## config.mk

```make
export PLATFORM = sky130hd
export DESIGN_NAME = alu_sequencer
export DESIGN_NICKNAME = d
export VERILOG_FILES = /design/src/rtl/alu_seq_pkg.sv /design/src/rtl/alu_sequencer_onehot_decoder.sv /design/src/rtl/alu_sequencer.sv
export SDC_FILE = /design/constraint.sdc
export NUM_CORES = 1
export LEC_CHECK = 0
export ABC_AREA = 1
export CAP_MARGIN = 20
export CORE_MARGIN = 4
export CORE_UTILIZATION = 51
export CTS_CLUSTER_SIZE = 16
export DETAILED_ROUTE_END_ITERATION = 16
export GPL_TIMING_DRIVEN = 1
export PLACE_DENSITY = 0.78
export SLEW_MARGIN = 20
export SYNTH_ARGS = -nofsm -noshare
export SYNTH_HDL_FRONTEND = slang
export SYNTH_SLANG_ARGS = --single-unit
```

## constraint.sdc

```tcl
create_clock -name clk -period 3.9 [get_ports clk]
set_input_delay 0.39 -clock clk [delete_from_list [all_inputs] [get_ports clk]]
set_output_delay 0.39 -clock clk [all_outputs]
set_load 0.02 [all_outputs]
```

## src/rtl/alu_seq_pkg.sv

```systemverilog
// Shared definitions for the ALU sequencer: opcodes, FSM state encoding,
// bus-source select codes and a small opcode-classification helper.
package alu_seq_pkg;

    localparam logic [2:0] OP_MV  = 3'b000;
    localparam logic [2:0] OP_MVI = 3'b001;
    localparam logic [2:0] OP_ADD = 3'b010;
    localparam logic [2:0] OP_SUB = 3'b011;
    localparam logic [2:0] OP_XOR = 3'b100;

    typedef enum logic [2:0] {
        S_IDLE = 3'd0,
        S_T1   = 3'd1,
        S_T2   = 3'd2,
        S_T3   = 3'd3,
        S_TRAP = 3'd4
    } state_t;

    localparam logic [3:0] BUS_G    = 4'd8;
    localparam logic [3:0] BUS_DIN  = 4'd9;
    localparam logic [3:0] BUS_NONE = 4'd15;

    // True for the three opcodes that take the A -> G -> register path.
    function automatic logic is_alu_op(input logic [2:0] op);
        return (op == OP_ADD) || (op == OP_SUB) || (op == OP_XOR);
    endfunction

endpackage

```

## src/rtl/alu_sequencer_onehot_decoder.sv

```systemverilog
// One-hot register write-enable decoder.
// Ports:
//   idx    : register index (RSEL_W bits)
//   en     : write request; when low the output is all zero
//   onehot : NREGS-wide enable, zero or exactly one bit set
module onehot_decoder #(
    parameter int NREGS  = 8,
    parameter int RSEL_W = 3
) (
    input  logic [RSEL_W-1:0] idx,
    input  logic              en,
    output logic [NREGS-1:0]  onehot
);

    // Set the single bit selected by idx when a write is requested.
    always_comb begin
        onehot = {NREGS{1'b0}};
        if (en) begin
            onehot[idx] = 1'b1;
        end else begin
            onehot = {NREGS{1'b0}};
        end
    end

endmodule

```

## src/rtl/alu_sequencer.sv

```systemverilog
// Multi-cycle control FSM that sequences a 16-bit ALU datapath (A register,
// add/sub/xor unit, accumulator G) and an NREGS-entry register file over a
// shared bus. One decoded instruction is accepted per valid/ready handshake.
//
// Ports:
//   clk, rst       : clock, asynchronous active-high reset
//   instr_valid    : instruction present on instr_op/instr_rx/instr_ry
//   instr_ready    : sequencer idle and able to accept
//   instr_op/rx/ry : opcode, destination/first operand, source/second operand
//   bus_sel        : bus source (0..NREGS-1 register, 8 G, 9 DIN, 15 none)
//   reg_wr_en      : one-hot register load enable (only in the retire cycle)
//   addsub,xor_ctrl: ALU mode lines, meaningful in T2
//   busy           : instruction in flight
//   done           : single-cycle retire pulse
//   illegal        : illegal-opcode pulse (only with ALU_SEQ_ILLEGAL_TRAP_EN)
//
// Build option ALU_SEQ_ILLEGAL_TRAP_EN: illegal opcodes pulse illegal with
// done and then park the FSM in a sticky TRAP state left only by rst.
// Without it, illegal opcodes retire as a one-cycle NOP.
//
// All outputs are registered. They are decoded from the next state and the
// next latched instruction fields, so each registered output equals the
// Moore decode of the state it accompanies, and reset clears them at once.
module alu_sequencer
    import alu_seq_pkg::*;
#(
    parameter int NREGS  = 8,
    parameter int RSEL_W = 3,
    parameter int BSEL_W = 4
) (
    input  logic              clk,
    input  logic              rst,
    input  logic              instr_valid,
    output logic              instr_ready,
    input  logic [2:0]        instr_op,
    input  logic [RSEL_W-1:0] instr_rx,
    input  logic [RSEL_W-1:0] instr_ry,
    output logic [BSEL_W-1:0] bus_sel,
    output logic [NREGS-1:0]  reg_wr_en,
    output logic              addsub,
    output logic              xor_ctrl,
    output logic              busy,
    output logic              done
`ifdef ALU_SEQ_ILLEGAL_TRAP_EN
    ,
    output logic              illegal
`endif
);

    state_t              state_r;
    state_t              state_nxt;
    logic [2:0]          op_r;
    logic [2:0]          op_nxt;
    logic [RSEL_W-1:0]   rx_r;
    logic [RSEL_W-1:0]   rx_nxt;
    logic [RSEL_W-1:0]   ry_r;
    logic [RSEL_W-1:0]   ry_nxt;
    logic                accept_s;

    logic [BSEL_W-1:0]   bus_sel_nxt;
    logic                wr_req_nxt;
    logic [NREGS-1:0]    wr_en_nxt;
    logic                addsub_nxt;
    logic                xor_nxt;
    logic                done_nxt;
`ifdef ALU_SEQ_ILLEGAL_TRAP_EN
    logic                illegal_nxt;
`endif

    assign accept_s = instr_valid && (state_r == S_IDLE);

    // Next-state logic and capture of the instruction fields on acceptance.
    always_comb begin
        state_nxt = state_r;
        op_nxt    = op_r;
        rx_nxt    = rx_r;
        ry_nxt    = ry_r;
        case (state_r)
            S_IDLE: begin
                if (accept_s) begin
                    state_nxt = S_T1;
                    op_nxt    = instr_op;
                    rx_nxt    = instr_rx;
                    ry_nxt    = instr_ry;
                end else begin
                    state_nxt = S_IDLE;
                end
            end
            S_T1: begin
                if (is_alu_op(op_r)) begin
                    state_nxt = S_T2;
                end else if ((op_r == OP_MV) || (op_r == OP_MVI)) begin
                    state_nxt = S_IDLE;
                end else begin
`ifdef ALU_SEQ_ILLEGAL_TRAP_EN
                    state_nxt = S_TRAP;
`else
                    state_nxt = S_IDLE;
`endif
                end
            end
            S_T2: state_nxt = S_T3;
            S_T3: state_nxt = S_IDLE;
            S_TRAP: begin
`ifdef ALU_SEQ_ILLEGAL_TRAP_EN
                state_nxt = S_TRAP;
`else
                state_nxt = S_IDLE;
`endif
            end
            default: state_nxt = S_IDLE;
        endcase
    end

    // Output decode for the state being entered, using the fields it will hold.
    always_comb begin
        bus_sel_nxt = BSEL_W'(BUS_NONE);
        wr_req_nxt  = 1'b0;
        addsub_nxt  = 1'b0;
        xor_nxt     = 1'b0;
        done_nxt    = 1'b0;
`ifdef ALU_SEQ_ILLEGAL_TRAP_EN
        illegal_nxt = 1'b0;
`endif
        case (state_nxt)
            S_T1: begin
                if (op_nxt == OP_MV) begin
                    bus_sel_nxt = {{(BSEL_W-RSEL_W){1'b0}}, ry_nxt};
                    wr_req_nxt  = 1'b1;
                    done_nxt    = 1'b1;
                end else if (op_nxt == OP_MVI) begin
                    bus_sel_nxt = BSEL_W'(BUS_DIN);
                    wr_req_nxt  = 1'b1;
                    done_nxt    = 1'b1;
                end else if (is_alu_op(op_nxt)) begin
                    // First operand onto the bus; A captures it at end of T1.
                    bus_sel_nxt = {{(BSEL_W-RSEL_W){1'b0}}, rx_nxt};
                end else begin
                    done_nxt    = 1'b1;
`ifdef ALU_SEQ_ILLEGAL_TRAP_EN
                    illegal_nxt = 1'b1;
`endif
                end
            end
            S_T2: begin
                bus_sel_nxt = {{(BSEL_W-RSEL_W){1'b0}}, ry_nxt};
                addsub_nxt  = (op_nxt == OP_SUB);
                xor_nxt     = (op_nxt == OP_XOR);
            end
            S_T3: begin
                bus_sel_nxt = BSEL_W'(BUS_G);
                wr_req_nxt  = 1'b1;
                done_nxt    = 1'b1;
            end
            default: begin
                bus_sel_nxt = BSEL_W'(BUS_NONE);
            end
        endcase
    end

    onehot_decoder #(
        .NREGS  (NREGS),
        .RSEL_W (RSEL_W)
    ) u_wr_dec (
        .idx    (rx_nxt),
        .en     (wr_req_nxt),
        .onehot (wr_en_nxt)
    );

    // State, latched instruction fields and registered outputs.
    always_ff @(posedge clk or posedge rst) begin
        if (rst) begin
            state_r     <= S_IDLE;
            op_r        <= 3'b000;
            rx_r        <= {RSEL_W{1'b0}};
            ry_r        <= {RSEL_W{1'b0}};
            bus_sel     <= BSEL_W'(BUS_NONE);
            reg_wr_en   <= {NREGS{1'b0}};
            addsub      <= 1'b0;
            xor_ctrl    <= 1'b0;
            done        <= 1'b0;
            busy        <= 1'b0;
            instr_ready <= 1'b1;
`ifdef ALU_SEQ_ILLEGAL_TRAP_EN
            illegal     <= 1'b0;
`endif
        end else begin
            state_r     <= state_nxt;
            op_r        <= op_nxt;
            rx_r        <= rx_nxt;
            ry_r        <= ry_nxt;
            bus_sel     <= bus_sel_nxt;
            reg_wr_en   <= wr_en_nxt;
            addsub      <= addsub_nxt;
            xor_ctrl    <= xor_nxt;
            done        <= done_nxt;
            busy        <= (state_nxt != S_IDLE);
            instr_ready <= (state_nxt == S_IDLE);
`ifdef ALU_SEQ_ILLEGAL_TRAP_EN
            illegal     <= illegal_nxt;
`endif
        end
    end

endmodule

```

# ---- Word-level counts from Yosys, hierarchy flattened
# Index checks and enable logic that the tools add are counted.
dict set report totals {
  regBits 29
  in_bits 12
  out_inout_bits 17
  elab_cells 60
}
dict set report classes {
  order_cmp 2
  eq_ne 12
  n_mux 25
  reduce_logical 10
}
# operator count
set ops {}
lappend ops {{equality test 3 x 2 -> 1 bit, second input constant} 7}
lappend ops {{2-to-1 mux 3 bit} 6}
lappend ops {{2-to-1 mux 4 bit} 3}
lappend ops {{case mux 4 bit (3 select lines)} 1}
lappend ops {{equality test 3 x 1 -> 1 bit, second input constant} 3}
lappend ops {{logical NOT 3 bit} 3}
lappend ops {{2-to-1 mux 1 bit} 9}
lappend ops {{case mux 3 bit (3 select lines)} 1}
lappend ops {{2-to-1 mux 8 bit} 1}
lappend ops {{equality test 3 bit, second input constant} 2}
lappend ops {{logical OR 1 bit} 4}
lappend ops {{less-than comparator 3 x 4 -> 1 bit, second input constant} 1}
lappend ops {{case mux 1 bit (2 select lines)} 2}
lappend ops {{demux 1 bit (select 3 bit)} 1}
lappend ops {{greater-or-equal comparator 3 x 1 -> 1 bit, second input constant} 1}
lappend ops {{nonzero test 3 bit} 1}
lappend ops {{logical AND 1 bit} 2}
lappend ops {{2-to-1 mux 2 bit} 1}

# ---- Depth between registers and ports, before layout
# Gate-level depths: netlist of the first run.
dict set report logic_depth {
  word_depth 11
  depth_mapped 10
}

# ---- Modules after synthesis
# A second synthesis of the first run with hierarchy kept.
dict set report unflattened {
  hier_cells 129
  hier_area_um2 1216.2
}
# mod instances cells_per_inst area_per_inst_um2
set by_module_without_submodules {}
lappend by_module_without_submodules {alu_sequencer 1 112 1152.4}
lappend by_module_without_submodules {onehot_decoder 1 17 63.8}

# ---- Worst setup path before layout of the first run
# No wires, ideal clock.
dict set report synth_path {
  path_type {reg-to-reg}
  from {register state_r[0]}
  to {register reg_wr_en[2]}
  setup_time_ps 86
  arrival_ps 1212
  t_required_ps 3814
  slack_ps 2602
  stages_incl_launch_ff 7
  path_cell_list {dfrtp_1 -> nor2_4 -> nand2_4 -> buf_6 -> o21ai_4 -> inv_4 -> nor3_1}
}
dict set report synth_via {
  elab_chain_cells 9
  word_cells_on_any_way 23
  cone_classes {order compare (2); eq/ne (5); mux (12); reduce/logical (4)}
}
# item line
set synth_lines {}
lappend synth_lines {{start, declared} alu_sequencer.sv:50} ;# state_t state_r;
lappend synth_lines {{start signal, assigned} alu_sequencer.sv:188} ;# state_r <= state_nxt;
lappend synth_lines {{logical NOT 3 bit *} {alu_sequencer.sv:70, alu_sequencer.sv:78}}
lappend synth_lines {{logical AND 1 bit} alu_sequencer.sv:70} ;# assign accept_s = instr_valid && (state_r == S_IDLE);
lappend synth_lines {{2-to-1 mux 3 bit} alu_sequencer.sv:80} ;# if (accept_s) begin
lappend synth_lines {{2-to-1 mux 3 bit *} alu_sequencer.sv:78} ;# case (state_r)
lappend synth_lines {{via rx_nxt[0]} alu_sequencer.sv:55} ;# logic [RSEL_W-1:0] rx_nxt;
lappend synth_lines {{less-than comparator 3 x 4 -> 1 bit (implied by the code) or greater-or-equal comparator 3 x 1 -> 1 bit (tied branches)} alu_sequencer_onehot_decoder.sv:19} ;# onehot[idx] = 1'b1;
lappend synth_lines {{logical AND 1 bit (implied by the code)} alu_sequencer_onehot_decoder.sv:19}
lappend synth_lines {{2-to-1 mux 1 bit (implied by the code)} alu_sequencer_onehot_decoder.sv:19}
lappend synth_lines {{demux 1 bit (select 3 bit) *} n/a}
lappend synth_lines {{2-to-1 mux 8 bit *} alu_sequencer_onehot_decoder.sv:18} ;# if (en) begin
lappend synth_lines {{via u_wr_dec.onehot[2]} alu_sequencer_onehot_decoder.sv:12} ;# output logic [NREGS-1:0] onehot
lappend synth_lines {{end signal, assigned} alu_sequencer.sv:178} ;# reg_wr_en <= {NREGS{1'b0}};
lappend synth_lines {{end signal, assigned} alu_sequencer.sv:193} ;# reg_wr_en <= wr_en_nxt;
lappend synth_lines {{end, declared} alu_sequencer.sv:39} ;# output logic [NREGS-1:0] reg_wr_en,
# The timed path passes the listed nets; every way through them passes the cells marked *.

# ---- Worst setup path after layout of the first run
dict set report layout_path {
  from {register bus_sel[1]}
  to {output port bus_sel[1]}
}
# item line
set layout_lines {}
lappend layout_lines {{start, declared} alu_sequencer.sv:38} ;# output logic [BSEL_W-1:0] bus_sel,
lappend layout_lines {{start signal, assigned} alu_sequencer.sv:177} ;# bus_sel <= BSEL_W'(BUS_NONE);
lappend layout_lines {{start signal, assigned} alu_sequencer.sv:192} ;# bus_sel <= bus_sel_nxt;
# No word-level cell between the ends.

==> results of run 1 <==
## power groups by stage
stage | combinational, mW | sequential [mW] | clock (mW)
floorplan | 0.352 | 0.531 | 0
global placement | 0.601 | 0.460 | 0
detailed placement | 0.621 | 0.464 | 0
CTS | 0.623 | 0.457 | 0.186
global route | 0.695 | 0.467 | 0.200
finish | 0.626 | 0.456 | 0.182
## cell usage after synthesis
library cell / instances / area [sq um]
or2_4: 1 / 8.76
dfrtp_1: 23 / 576
o21ai_4: 1 / 16.3
nand3_1: 6 / 30.0
inv_4: 2 / 12.5
nand2_1: 26 / 97.6
nor2_1: 11 / 41.3
nand3b_1: 2 / 15.0
nand2_4: 1 / 11.3
o21ai_0: 3 / 15.0
nor3_1: 8 / 40.0
nor2_2: 1 / 6.26
nand2_2: 1 / 6.26
buf_6: 1 / 11.3
nand4_1: 3 / 18.8
or2_1: 2 / 12.5
o2111ai_2: 1 / 15.0
o21ai_2: 2 / 17.5
o21a_1: 2 / 15.0
nor2_4: 1 / 11.3
dfstp_2: 5 / 131
o211ai_1: 1 / 7.51
inv_1: 20 / 75.1
o21ai_1: 1 / 5.00
## worst min path at each step
stage,startpoint,to,slack (ns),depth (start not counted)
2_1_floorplan,rst,addsub,0.45,1
3_3_place_gp,op_r[2],op_r[2],0.50,2
3_5_place_dp,op_r[2],op_r[2],0.50,2
4_1_cts,op_r[2],op_r[2],0.53,2
5_1_grt,rst,reg_wr_en[2],0.31,2
6_report,rst,reg_wr_en[3],0.29,2
## metal layers
layer / vias up / track usage [%] / part of all wire [%]
met4: 0 / 5.08 / 1.9
met5: - / 0 / 0
met3: 7 / 2.30 / 7.2
met2: 41 / 25.7 / 48
li1: 457 / - / -
met1: 437 / 22.8 / 43
## cell type report
class / count / area (sq um)
timing repair buffer: 29 / 308
clock inverter: 1 / 30.0
clock buffer: 3 / 22.5
inverter: 22 / 87.6
fill: 175 / 632
multi-input combinational: 74 / 390
sequential: 28 / 707
tap: 28 / 35.0
## registers in the layout (all words and copies together) (netlist names)
name         count
reg_wr_en        8
bus_sel          4
op_r             3
rx_r             3
ry_r             3
state_r          2
addsub           1
busy             1
done             1
instr_ready      1
xor_ctrl         1
## logic make-up after synthesis
group,Yosys count,share of synthesized area (%)
AO/OA/AOI/OAI,11,7.64
flip-flops,28,59.1
buffers and inverters,23,8.26
AND/OR/NAND/NOR,63,25.0
## through the flow
| step | util, % | instances | instance area (sq um) | total power, mW | worst slack, ns |
|---|---|---|---|---|---|
| 2_1_floorplan | - | 125 | 1200 | 0.884 | 2.60 |
| 3_3_place_gp | 67.8 | 180 | 1500 | 1.06 | 1.99 |
| 3_5_place_dp | 67.8 | 180 | 1500 | 1.09 | 1.90 |
| 4_1_cts | 70.2 | 184 | 1550 | 1.27 | 2.04 |
| 5_1_grt | 71.4 | 185 | 1580 | 1.36 | 2.00 |
| 6_report | 71.4 | 185 | 1580 | 1.26 | 2.06 |
==> results.toml, run 1 <==
[worst_setup_path]
r2r-start = "state_r[0]"
path_depth = 1
slowest_delay_ns = 0.59
crit_start = "bus_sel[1]"
path_cells = "clkdlybuf4s50_1"
path_delay_family = "buffers and inverters"
crit_required_ns = 3.51
crit_type = "flip-flop to output pin"
slowest_stage = "clkdlybuf4s50_1"
critPathBufInv = 1
r2r_setup_slack_ns = 2.25
crit_path_end_kind = "output pin"
cp_max_fo = 1
crit_end = "bus_sel[1]"
worstReg2RegEnd = "reg_wr_en[5]"
cp-start-kind = "flip-flop"
cp.arrival_ns = 1.45
rr_worst_depth = 8

[power_and_ir_drop]
swShare_pct = 40.5
p_seq_share_pct = 36.1
p_leak_nw = 0.749
peakVddDrop_mv = 0.537
combPwrFrac_pct = 49.5
p_sw_mw = 0.512
power.density_mw_per_mm2 = 800
p_int_mw = 0.752
clock_power_share_pct = 14.4

[clock_network]
cts_tree = "done"
clock_latency_ns = 0.32
clk_root_buffer_cell = "clkbuf_4"
cts_buffer_depth = 2
htreeDepth = 1
cts.sinks = 28
cts_setup_buffers = 0
postCtsHoldBufs = 0
clk_pin_slew_ns = 0.14
numCtsBuffers = 3
cts.repair.resized = 0

[placed_design]
gp_congestion = 0.828
portBuffers = 28
dp_hpwl_mm = 1.90

[timing]
fin_crit_sh_pct = 47.2
whs_ns = 0.294
finalClockSkew_ns = 0.00357
fmax_ghz = 0.543
rsz0062_at_grt = "false"
period_needed_ns = 1.84
hold_viol = 0
finalMaxSlewViolations = 0
timing.slew.headroom_pct = 74.6
setup-tns-final_ns = 0
setup_viol = 0
tightest_slew_ns = 0.379

[route]
firstDrtPassIters = 4
vias_per_cell = 5.09
remaining_drc_errors = 0
wl_per_cell_um = 12.7
routed-via-count = 942
drtIter0Drc = 39
drt.antenna.violating_nets = 0
totalWireLength_mm = 2.35

[synthesis]
syn_nets = 137
synth.distinct_cells = 24
synth_area_per_cell_sq_um = 9.57
synth.yosys.seq_area_share_pct = 59.1
synth_seq_cells = 28
yosys_warnings = 0
syn_area_sq_mm = 0.00120
syn_inst = 125

[die]
die_w_um = 56.4
rows = 17
start_util_pct = 54.1
dieArea_sq_mm = 0.00318
fp.coreArea_sq_mm = 0.00221
die_h_um = 56.4
pin_count = 29

[final_layout]
syn2layout_area_growth_pct = 32.1
final_cell_mix = "28 x clkdlybuf4s50_1, 26 x nand2_1, 23 x dfrtp_1, 19 x inv_1, 11 x nor2_1"
antenna_cells = 0
nNetsFinal = 170
drive_gt1_share_pct = 13.4
layout_commonest_cell = "clkdlybuf4s50_1"

[global_route]
grt_max_degree = 29
antenna_found_initial = 0
gr-total-overflow = 0
grt_pass1_wl_mm = 4.03
grt_pass1_vias = 871
grt_use_total_pct = 16.2

[status]
status = "complete, no violations"

[min_path]
hold_path.class = "input pin to async pin"

[flow_run]
maxCapViolCount = 0
Power figures use the tool's default switching activity.
==> run 2: changes to the inputs <==
CORE_UTILIZATION = 48   (was 51)
PLACE_DENSITY = 0.74   (was 0.78)
clock period = 1.8 ns   (was 3.9 ns; I/O delays follow)
==> run 2 against run 1 <==
Final area fell by 2.9%. Utilization fell by 4.7 points. Die area up 5.4%. Clock power grew 41%. Non-clock buffer count stayed put. Worst setup slack got worse by 1.9 ns. Routed wire length fell by 4.4%. Clock skew about the same. First-iteration DRC count is 62% lower. Critical path type unchanged. Highest routed layer unchanged.
==> results.toml, run 2 (synthesized netlist as in run 1, its figures left out) <==
[timing]
timing.slew.headroom_pct = 78.2
whs_ns = 0.200
setup-tns-final_ns = 0
hold_viol = 0
setup_viol = 0
period_needed_ns = 1.63
finalMaxSlewViolations = 0
fmax_ghz = 0.615
rsz0062_at_grt = "false"
fin_crit_sh_pct = 90.3
finalClockSkew_ns = 0.00340
tightest_slew_ns = 0.327

[flow_run]
maxCapViolCount = 0

[clock_network]
cts.sinks = 28
cts_buffer_depth = 2
clk_root_buffer_cell = "clkbuf_4"
numCtsBuffers = 3
htreeDepth = 1
cts.repair.resized = 0
postCtsHoldBufs = 0
cts_setup_buffers = 0
clk_pin_slew_ns = 0.14
cts_tree = "done"
clock_latency_ns = 0.31

[placed_design]
dp_hpwl_mm = 1.83
placed_cell_area_sq_mm = 0.00151
gp_congestion = 0.789
portBuffers = 28

[global_route]
grt_pass1_vias = 900
grt_pass1_wl_mm = 3.94
antenna_found_initial = 0
grt_use_total_pct = 15.1
gr-total-overflow = 0
grt_max_degree = 29

[final_layout]
largest_register = "reg_wr_en"
drive_gt1_share_pct = 12.7
final_cell_mix = "28 x clkdlybuf4s50_1, 26 x nand2_1, 23 x dfrtp_1, 20 x inv_1, 11 x nor2_1"
largest_reg_flops = 8
n_fill_cell = 194
antenna_cells = 0
layout_commonest_cell = "clkdlybuf4s50_1"
top_regs = "reg_wr_en x8, bus_sel x4"
syn2layout_area_growth_pct = 28.2
final_cell_area_sq_mm = 0.00153
multi_input_area_sq_um = 390
regArea_sq_um = 707
nNetsFinal = 170

[power_and_ir_drop]
p_leak_nw = 0.732
power.density_mw_per_mm2 = 1680
fin_total_pwr_mw = 2.58
peakVddDrop_mv = 0.991

[worst_setup_path]
critPathBufInv = 1
path_cells = "clkdlybuf4s50_1"
slowest_stage = "clkdlybuf4s50_1"
cp_max_fo = 1
crit_required_ns = 1.62
crit_path_end_kind = "output pin"
cp.arrival_ns = 1.45
crit_start = "bus_sel[2]"
crit_type = "flip-flop to output pin"
cp-start-kind = "flip-flop"
r2r-start = "state_r[0]"
path_delay_family = "buffers and inverters"
slowest_delay_ns = 0.59

[route]
drt.antenna.violating_nets = 0
wl_per_cell_um = 12.1
vias_per_cell = 4.82
routed-via-count = 892
totalWireLength_mm = 2.25
drtIter0Drc = 15
remaining_drc_errors = 0
firstDrtPassIters = 4

[die]
die_w_um = 57.9
rows = 17
dieArea_sq_mm = 0.00335
start_util_pct = 52.1
pin_count = 29
fp.coreArea_sq_mm = 0.00230
die_h_um = 57.9

[min_path]
hold_path.class = "input pin to async pin"

[status]
status = "complete, no violations"
==> run 2: worst paths after layout <==
path                                 to  slack, ns  cells past startpoint
setup / recovery             bus_sel[2]       0.17                      1
hold / removal             reg_wr_en[5]       0.20                      3
setup reg to reg             bus_sel[1]       0.21                     10
hold reg to reg                 op_r[2]       0.53                      2
max in group asynchronous    bus_sel[3]       1.30                      3
min in group clk                op_r[2]       0.50                      3
==> run 2: per-layer routing <==
metal,wire [um],vias to the layer above,global-route usage [%]
met5,0,-,0
met4,18,0,3.31
met3,111,2,2.67
met2,1040,19,25.5
met1,1080,414,20.3
li1,-,457,-
==> run 2: cell type report <==
class,count,share of cell area [%]
flip-flops and latches,28,46.1
repair buffers,29,18.8
clock buffers,4,1.71
well taps,28,2.28
inverters,22,5.71
multi-input cells,74,25.4
==> run 2: metrics by stage <==
stage	cells	utilization, %	setup WS, ns
4_1_cts	185	66.8	0.167
3_5_place_dp	181	65.6	0.0176
2_1_floorplan	125	-	0.502
6_report	185	66.8	0.174
3_3_place_gp	181	65.6	0.0779
5_1_grt	185	66.8	0.0471
==> run 2: power by group <==
part	internal, mW	switching (mW)	leakage [nW]
Combinational	0.495	0.837	0.374
Clock	0.0866	0.169	0.0150
Sequential	0.905	0.0845	0.343
